<file path="src/rtl/tse_csr_pkg.sv">
// Shared definitions for the TSE MAC CSR subset: register map, command_config
// layout and the read-back view of command_config.
package tse_csr_pkg;

    localparam logic [7:0] ADDR_REV     = 8'h00;
    localparam logic [7:0] ADDR_SCRATCH = 8'h01;
    localparam logic [7:0] ADDR_CMD_CFG = 8'h02;
    localparam logic [7:0] ADDR_MAC0    = 8'h03;
    localparam logic [7:0] ADDR_MAC1    = 8'h04;
    localparam logic [7:0] ADDR_FRM_LEN = 8'h05;

    localparam int TX_ENA    = 0;
    localparam int RX_ENA    = 1;
    localparam int ETH_SPEED = 3;
    localparam int SW_RESET  = 13;

    typedef struct packed {
        logic [17:0] rsv_hi;     // [31:14] stored, no function
        logic        sw_reset;   // [13]
        logic [8:0]  rsv_mid;    // [12:4] stored, no function
        logic        eth_speed;  // [3]
        logic        rsv_2;      // [2] stored, no function
        logic        rx_ena;     // [1]
        logic        tx_ena;     // [0]
    } cmd_cfg_t;

    // While a soft reset is running the datapath enables are held off,
    // and software must see them as off too.
    function automatic logic [31:0] cmd_cfg_readback(input cmd_cfg_t cfg);
        cmd_cfg_t v;
        v = cfg;
        if (cfg.sw_reset) begin
            v.tx_ena = 1'b0;
            v.rx_ena = 1'b0;
        end
        return 32'(v);
    endfunction

endpackage

</file>
<file path="src/rtl/avmm_wait_gen.sv">
// Avalon-MM waitrequest generator: stalls each request for WAIT_STATES cycles,
// then accepts it on the edge where the request is seen with waitrequest low.
module avmm_wait_gen #(
    parameter int WAIT_STATES = 1
) (
    input  logic clk_i,
    input  logic rst_n_i,
    input  logic req_i,
    output logic accept_o,
    output logic waitrequest_o
);

    localparam int CW = (WAIT_STATES > 0) ? $clog2(WAIT_STATES + 1) : 1;
    localparam logic [CW-1:0] CNT_TC = CW'(WAIT_STATES);

    logic [CW-1:0] cnt_q;
    logic [CW-1:0] cnt_d;

    // Waitrequest is low only once the stall count has been served; with
    // WAIT_STATES = 0 the counter never leaves zero so the slave is zero-wait.
    assign waitrequest_o = (cnt_q != CNT_TC);
    assign accept_o      = req_i & ~waitrequest_o;

    // Count stalled cycles; idle, a dropped request or an acceptance restarts.
    always_comb begin
        cnt_d = cnt_q;
        if (!req_i || accept_o) begin
            cnt_d = '0;
        end else begin
            cnt_d = cnt_q + 1'b1;
        end
    end

    // Stall counter register.
    always_ff @(posedge clk_i or negedge rst_n_i) begin
        if (!rst_n_i) begin
            cnt_q <= '0;
        end else begin
            cnt_q <= cnt_d;
        end
    end

endmodule

</file>
<file path="src/rtl/tse_csr_slave.sv">
// TSE MAC CSR subset behind an Avalon-MM slave port. Holds command_config,
// MAC address, frame length, scratch and revision, runs the timed SW_RESET
// sequence and drives the MAC datapath enables.
module tse_csr_slave
    import tse_csr_pkg::*;
#(
    parameter int          WAIT_STATES     = 1,
    parameter int          RESET_CYCLES    = 16,
    parameter logic [31:0] REV_VALUE       = 32'h0000_0901,
    parameter int          FRM_LEN_DEFAULT = 1518
) (
    input  logic        clk_i,
    input  logic        rst_n_i,
    input  logic [7:0]  address_i,
    input  logic        write_i,
    input  logic [31:0] writedata_i,
    input  logic        read_i,
    output logic [31:0] readdata_o,
    output logic        readdatavalid_o,
    output logic        waitrequest_o,
    output logic        tx_ena_o,
    output logic        rx_ena_o,
    output logic        eth_speed_o,
    output logic        sw_reset_busy_o,
    output logic [47:0] mac_addr_o,
    output logic [15:0] frm_length_o
);

    localparam logic [15:0] RST_LOAD = 16'(RESET_CYCLES);
    localparam logic [15:0] FRM_RST  = 16'(FRM_LEN_DEFAULT);

    logic        accept;
    logic        wr_acc;
    logic        rd_acc;
    logic        busy;
    logic [31:0] rd_mux;

    cmd_cfg_t    cfg_q,     cfg_d;
    logic [31:0] scratch_q, scratch_d;
    logic [31:0] mac0_q,    mac0_d;
    logic [15:0] mac1_q,    mac1_d;
    logic [15:0] frm_q,     frm_d;
    logic [15:0] rst_cnt_q, rst_cnt_d;
    logic [31:0] rdata_q,   rdata_d;
    logic        rvalid_q,  rvalid_d;

    avmm_wait_gen #(
        .WAIT_STATES (WAIT_STATES)
    ) u_wait_gen (
        .clk_i         (clk_i),
        .rst_n_i       (rst_n_i),
        .req_i         (read_i | write_i),
        .accept_o      (accept),
        .waitrequest_o (waitrequest_o)
    );

    // A simultaneous read+write is treated as a write only.
    assign wr_acc = accept & write_i;
    assign rd_acc = accept & read_i & ~write_i;
    assign busy   = cfg_q.sw_reset;

    // Read data mux over the register map; unmapped words read as zero.
    always_comb begin
        rd_mux = '0;
        case (address_i)
            ADDR_REV:     rd_mux = REV_VALUE;
            ADDR_SCRATCH: rd_mux = scratch_q;
            ADDR_CMD_CFG: rd_mux = cmd_cfg_readback(cfg_q);
            ADDR_MAC0:    rd_mux = mac0_q;
            ADDR_MAC1:    rd_mux = {16'h0000, mac1_q};
            ADDR_FRM_LEN: rd_mux = {16'h0000, frm_q};
            default:      rd_mux = '0;
        endcase
    end

    // Next-state for registers, soft-reset timer and read response.
    always_comb begin
        cfg_d     = cfg_q;
        scratch_d = scratch_q;
        mac0_d    = mac0_q;
        mac1_d    = mac1_q;
        frm_d     = frm_q;
        rst_cnt_d = rst_cnt_q;
        rdata_d   = rdata_q;
        rvalid_d  = rd_acc;

        // Soft reset runs for RESET_CYCLES edges after the triggering write;
        // the terminal edge drops the enables and the busy bit, keeping the rest.
        if (busy) begin
            if (rst_cnt_q <= 16'd1) begin
                rst_cnt_d       = '0;
                cfg_d.tx_ena    = 1'b0;
                cfg_d.rx_ena    = 1'b0;
                cfg_d.sw_reset  = 1'b0;
            end else begin
                rst_cnt_d = rst_cnt_q - 16'd1;
            end
        end

        if (wr_acc) begin
            case (address_i)
                ADDR_SCRATCH: scratch_d = writedata_i;
                ADDR_CMD_CFG: begin
                    // Ignored while a soft reset is in progress, so the
                    // timer cannot be restarted or the enables re-armed.
                    if (!busy) begin
                        cfg_d = cmd_cfg_t'(writedata_i);
                        if (writedata_i[SW_RESET]) begin
                            rst_cnt_d = RST_LOAD;
                        end
                    end
                end
                ADDR_MAC0:    mac0_d = writedata_i;
                ADDR_MAC1:    mac1_d = writedata_i[15:0];
                ADDR_FRM_LEN: frm_d  = writedata_i[15:0];
                default:      ;
            endcase
        end

        if (rd_acc) begin
            rdata_d = rd_mux;
        end
    end

    // Register state; async reset also discards any pending read response.
    always_ff @(posedge clk_i or negedge rst_n_i) begin
        if (!rst_n_i) begin
            cfg_q     <= '0;
            scratch_q <= '0;
            mac0_q    <= '0;
            mac1_q    <= '0;
            frm_q     <= FRM_RST;
            rst_cnt_q <= '0;
            rdata_q   <= '0;
            rvalid_q  <= 1'b0;
        end else begin
            cfg_q     <= cfg_d;
            scratch_q <= scratch_d;
            mac0_q    <= mac0_d;
            mac1_q    <= mac1_d;
            frm_q     <= frm_d;
            rst_cnt_q <= rst_cnt_d;
            rdata_q   <= rdata_d;
            rvalid_q  <= rvalid_d;
        end
    end

    assign readdata_o      = rdata_q;
    assign readdatavalid_o = rvalid_q;
    assign tx_ena_o        = cfg_q.tx_ena & ~busy;
    assign rx_ena_o        = cfg_q.rx_ena & ~busy;
    assign eth_speed_o     = cfg_q.eth_speed;
    assign sw_reset_busy_o = busy;
    assign mac_addr_o      = {mac1_q, mac0_q};
    assign frm_length_o    = frm_q;

endmodule

</file>
<file path="config.mk">
export PLATFORM = sky130hd
export DESIGN_NAME = tse_csr_slave
export DESIGN_NICKNAME = d
export VERILOG_FILES = /design/src/rtl/tse_csr_pkg.sv /design/src/rtl/avmm_wait_gen.sv /design/src/rtl/tse_csr_slave.sv
export SDC_FILE = /design/constraint.sdc
export NUM_CORES = 1
export LEC_CHECK = 0
export ABC_AREA = 1
export BUFFER_PORTS_ARGS = -buffer_cell sky130_fd_sc_hd__buf_2
export CAP_MARGIN = 5
export CORE_UTILIZATION = 50
export DETAILED_ROUTE_END_ITERATION = 16
export GPL_TIMING_DRIVEN = 0
export PLACE_DENSITY_LB_ADDON = 0.1
export SLEW_MARGIN = 20
export SYNTH_ARGS = -nofsm -noshare
export SYNTH_HDL_FRONTEND = slang
export SYNTH_HIERARCHICAL = 1
export SYNTH_SLANG_ARGS = --single-unit
</file>
<file path="constraint.sdc">
create_clock -name clk_i -period 2.13 [get_ports clk_i]
set_clock_uncertainty 0.15 [all_clocks]
set_input_delay 0.1065 -clock clk_i [delete_from_list [all_inputs] [get_ports clk_i]]
set_output_delay 0.1065 -clock clk_i [all_outputs]
set_load 0.05 [all_outputs]
</file>
After elaboration in Yosys (flattened, before gate mapping)
Cells that the tools add are included.
{"block": "word_totals", "regBits": 178, "latch_bits": 0, "ram_bits": 0, "mem_bits_ro": 0, "out_inout_bits": 102, "elab_cells": 57, "memories": 0}
{"block": "classes", "n_addsub": 2, "mul": 0, "n_div": 0, "order_cmp": 1, "n_eq_ne": 5, "shifts": 0, "mux": 16, "bitwise": 10, "reduce_logical": 8}
{"operator": "case mux 32 bit (6 select lines)", "count": 1}
{"operator": "2-to-1 mux 16 bit", "count": 6}
{"operator": "2-to-1 mux 14 bit", "count": 3}
{"operator": "equality test 8 x 2 -> 1 bit (second input constant)", "count": 2}
{"operator": "equality test 8 x 3 -> 1 bit (second input constant)", "count": 2}
{"operator": "less-or-equal comparator 16 x 1 -> 1 bit (second input constant)", "count": 1}
{"operator": "subtractor 16 x 1 -> 16 bit (second input constant)", "count": 1}
{"operator": "equality test 8 x 1 -> 1 bit (second input constant)", "count": 1}
{"operator": "zero test 8 bit", "count": 1}
{"operator": "AND reduction 2 bit", "count": 4}
{"operator": "AND 1 bit", "count": 6}
{"operator": "2-to-1 mux 2 bit", "count": 3}
{"operator": "2-to-1 mux 1 bit", "count": 3}
{"operator": "NOT 1 bit", "count": 3}
{"operator": "AND reduction 3 bit", "count": 1}
{"operator": "adder 1 bit (second input constant)", "count": 1}
{"operator": "zero test 1 bit", "count": 1}
{"operator": "logical OR 1 bit", "count": 1}
{"operator": "bitwise OR 1 bit", "count": 1}

Longest topological paths before layout
{"block": "depth", "ltp_word": 7, "ltp_mapped": 10, "depth_no_buf": 9}

Modules after synthesis
Netlist, hierarchy kept.
{"mod": "tse_csr_slave", "instances": 1, "cells_per_inst": 952, "area_per_inst_um2": 8049.0}
{"mod": "avmm_wait_gen", "instances": 1, "cells_per_inst": 6, "area_per_inst_um2": 43.8}

Worst setup path before layout
No wires, ideal clock.
{"block": "synth_timing", "path_type": "flip-flop to flip-flop", "from": "register cfg_q (netlist bit sw_reset_busy_o)", "to": "register rdata_q[0], in the netlist readdata_o[0]", "t_arrival_ns": 1.792, "t_required_ns": 1.903, "setup_slack_ns": 0.110, "path_stages_with_launch": 6, "n_path_buf": 0, "path_cell_list": "dfrtp_1 nor2_1 nand3_1 nand2_1 inv_1 a21oi_1"}
{"block": "synth_via", "elab_chain_len": 2}
{"item": "start: declaration", "line_no": "tse_csr_slave.sv:38", "rtl": "cmd_cfg_t cfg_q, cfg_d;"}
{"item": "start signal: assignment", "line_no": "tse_csr_slave.sv:137", "rtl": "cfg_q <= cfg_d;"}
{"item": "2-to-1 mux 2 bit", "line_no": "tse_csr_pkg.sv:32", "rtl": "if (cfg.sw_reset) begin"}
{"item": "case mux 32 bit (6 select lines)", "line_no": "tse_csr_slave.sv:65", "rtl": "case (address_i)"}
{"item": "end signal: assignment", "line_no": "tse_csr_slave.sv:143", "rtl": "rdata_q <= rdata_d;"}
{"item": "end: declaration", "line_no": "tse_csr_slave.sv:44", "rtl": "logic [31:0] rdata_q, rdata_d;"}
Every way passes these cells.
A chain may end at the register's enable or synchronous reset.

Final worst setup path
{"block": "layout_timing", "from": "register u_wait_gen.cnt_q", "to": "register rdata_q[3], in the netlist readdata_o[3]"}
{"block": "layout_via", "elab_chain_len": 3}
{"item": "start: declaration", "line_no": "avmm_wait_gen.sv:16", "rtl": "logic [CW-1:0] cnt_q;"}
{"item": "start signal: assignment", "line_no": "avmm_wait_gen.sv:39", "rtl": "cnt_q <= cnt_d;"}
{"item": "AND 1 bit", "line_no": "avmm_wait_gen.sv:22", "rtl": "assign accept_o = req_i & ~waitrequest_o;"}
{"item": "named net accept", "line_no": "tse_csr_slave.sv:32", "rtl": "logic accept;"}
{"item": "AND 1 bit (2 in a row)", "line_no": "tse_csr_slave.sv:59", "rtl": "assign rd_acc = accept & read_i & ~write_i;"}
The timed path passes the listed nets, and every way through them passes these cells.

==> results.ini <==
[routing]
drt_first_pass_iters = 5
vias = 7508
drc = 0
drtIter0Drc = 652
viasPerCell = 5.41
wire_per_inst_um = 17.6
wirelength_um = 24400
final_antenna_net_count = 0

[sta]
timing.final.crit_share_pct = 94.4
setup_viol = 0
rsz0062_at_grt = no
tns_ps = 0
slew_violations = 0
setup_ws_ps = 119
worst_pin_slew_ps = 710
period_needed_ps = 2010
hold_viol = 0
max_freq_mhz = 497
slew_headroom_pct = 52.7

[floorplan]
die_area_sq_um = 16700
ios = 146
rows = 46
die_w_um = 129
coreArea_sq_um = 15800
die_y_um = 129
start_util_pct = 51.1

[yosys]
synthCells = 958
ys_seq_elements = 178
synth_xor_area_share_pct = 1.08
muxShareOfSynthArea_pct = 0
yosysWarningCount = 6
synth_top_family_by_area = simple AND/OR/NAND/NOR gates
yosysUniqueCellTypes = 32
synth_nets = 1004
synthAdderAreaFrac_pct = 0.309
yosysSeqAreaShare_pct = 55.2
yosys.area_share.simple_pct = 27.1
synth_area_sq_um = 8090
syn_area_per_cell_sq_um = 8.45
synth_compound_area_share_pct = 9.83

[cells_and_area]
fill_cells = 1438
area_delta_synth_final_pct = 24.8
nets = 1204
layout-drive-gt1-share_pct = 20.9
diodes = 0

[setup_path]
worstPathCellList = nand2_1 > inv_1 > nand3_1 > inv_1 > clkbuf_1 > o21ai_1 > nand2_1
crit_buf_inv = 3
critPathKind = reg -> reg
cp_data_arrival_time_ps = 2230
crit_family = buffers and inverters
cp-start-kind = flip-flop
crit_path_end_kind = flip-flop
cp_max_fo = 10
cp_slowest_cell = clkbuf_1
slowest_delay_ps = 550
required_ps = 2350

[cts]
ctsLongestPathBuffers = 2
cts_tree = done
cts-htree-levels = 4
post-cts-setup-buffer-count = 0
worstSkewPairLatency_ps = 430
path_clk_slew_ps = 70
cts-root-buf = clkbuf_16
cts-buffers-inserted = 17
clock_sinks = 178

[power]
leakagePower_nw = 5.27
ir_worst_vdd_uv = 582
powerDensity_nw_per_um2 = 718

[place]
pre_cts_slack_ps = 19.0
gp_congestion = 0.842
dp_hpwl_um = 16200
port_buffers = 145

[global_routing]
grt_overflow = 0
antenna_found_initial = 0
first_global_vias = 6982
grt_usage_pct = 30.7
grt_first_pass_wirelength_um = 38300
grt_max_degree = 68

[hold_path]
hold_path_class = in -> async

[job]
cap_violations = 0

[run_status]
status = finished, final reports clean

## cells in the mapped netlist (all sizes together)
master  number  share of area, %
inv         65               3.1
buf         32               2.4
xnor2        2              0.22
clkbuf      21               1.0
o31ai        1             0.093
a21boi       1             0.093
nand4        2              0.15
o21ai      153               9.5
nand2      278                13
ha           2              0.31
dfstp        8               2.6
xor2         8              0.87
a21oi        3              0.19
or2          1             0.077
dfrtp      170                53
nand3      174                11
nor2        37               2.4
## cell families (layout without fill, tap and decap cells)
group | after synthesis | in the layout
buffers and inverters | 118 | 331
adder cells (fa/ha/maj) | 2 | 2
XOR/XNOR | 10 | 10
AND/OR/NAND/NOR | 492 | 492
flip-flops | 178 | 178
AO/OA/AOI/OAI | 158 | 158
## flip-flops by register name, summed over array words and instances (netlist names)
register,flops
mac0_q,32
readdata_o,32
scratch_q,32
cfg_q,30
frm_length_o,16
mac1_q,16
rst_cnt_q,16
eth_speed_o,1
readdatavalid_o,1
sw_reset_busy_o,1
u_wait_gen/cnt_q,1
## final timing paths
path                                             from  slack (ps)  cells after the start                          to
max                        u_wait_gen/cnt_q$_DFF_PN0_         120                      7   readdata_o[3]$_DFFE_PN0P_
min                                           rst_n_i          10                      2      rst_cnt_q[9]$_DFF_PN0_
max reg2reg                u_wait_gen/cnt_q$_DFF_PN0_         120                      7   readdata_o[3]$_DFFE_PN0P_
min reg2reg                u_wait_gen/cnt_q$_DFF_PN0_         300                      1  u_wait_gen/cnt_q$_DFF_PN0_
max in group asynchronous                     rst_n_i        1110                      3  readdata_o[17]$_DFFE_PN0P_
min in group clk_i                            write_i          40                      5          cfg_q[0]$_DFF_PN0_
## worst reg2reg max path, cell delays in order, from the launching register on
cell	delay (ps)
dfrtp_1	370
nand2_1	60
inv_1	60
nand3_1	190
inv_1	260
clkbuf_1	550
o21ai_1	220
nand2_1	100
## cells in the final DEF (no fill, tap or decap), drive strengths merged
cell type    synthesis  layout
a21boi               1       1
a21oi                3       3
buf                 32     178
bufinv               0       2
clkbuf              21      44
clkinv               0       3
clkinvlp             0       4
dfrtp              170     170
dfstp                8       8
dlygate4sd3          0      34
ha                   2       2
inv                 65      66
nand2              278     278
nand3              174     174
nand4                2       2
nor2                37      37
o21ai              153     153
o31ai                1       1
or2                  1       1
xnor2                2       2
xor2                 8       8
## layout make-up
class                           instances  area (sq um)  share of cell area [%]
Buffer                                 53           278                    2.75
Clock buffer                           22           474                    4.70
Tap cell                              216           270                    2.68
Timing Repair Buffer                  181          1130                    11.2
Multi-Input combinational cell        662          3100                    30.7
Inverter                               65           251                    2.49
Sequential cell                       178          4460                    44.2
Clock inverter                         10           125                    1.24
## report_power, final
part | internal (mW) | switching (mW)
clock network | 1.83 | 1.33
registers | 3.44 | 0.0456
logic | 0.163 | 0.433
total | 5.43 | 1.81
## metrics by stage
stage	total power, mW	utilization, %	cells	cell area [sq um]	hold WS, ps
floorplan	3.84	-	958	8090	-339
global placement	4.08	57.4	1319	9090	239
detailed placement	4.09	57.8	1321	9150	-108
CTS	7.28	63.8	1387	10100	22.3
global route	7.47	63.8	1387	10100	54.8
finish	7.25	63.8	1387	10100	14.1
## per-layer routing
layer	vias to the layer above	share of wire, %	track usage [%]
met5	-	0	0
met4	0	2.2	10.4
met3	42	6.5	5.62
met2	292	47	48.6
met1	3617	44	42.6
li1	3557	-	-
## what timing repair did
action,4_1_cts,5_1_grt
endpoints found under the hold margin,312,0
resized for setup,0,3
hold buffers,34,0
setup endpoints to repair,0,3
No activity file was read; power rests on OpenSTA's default activity.
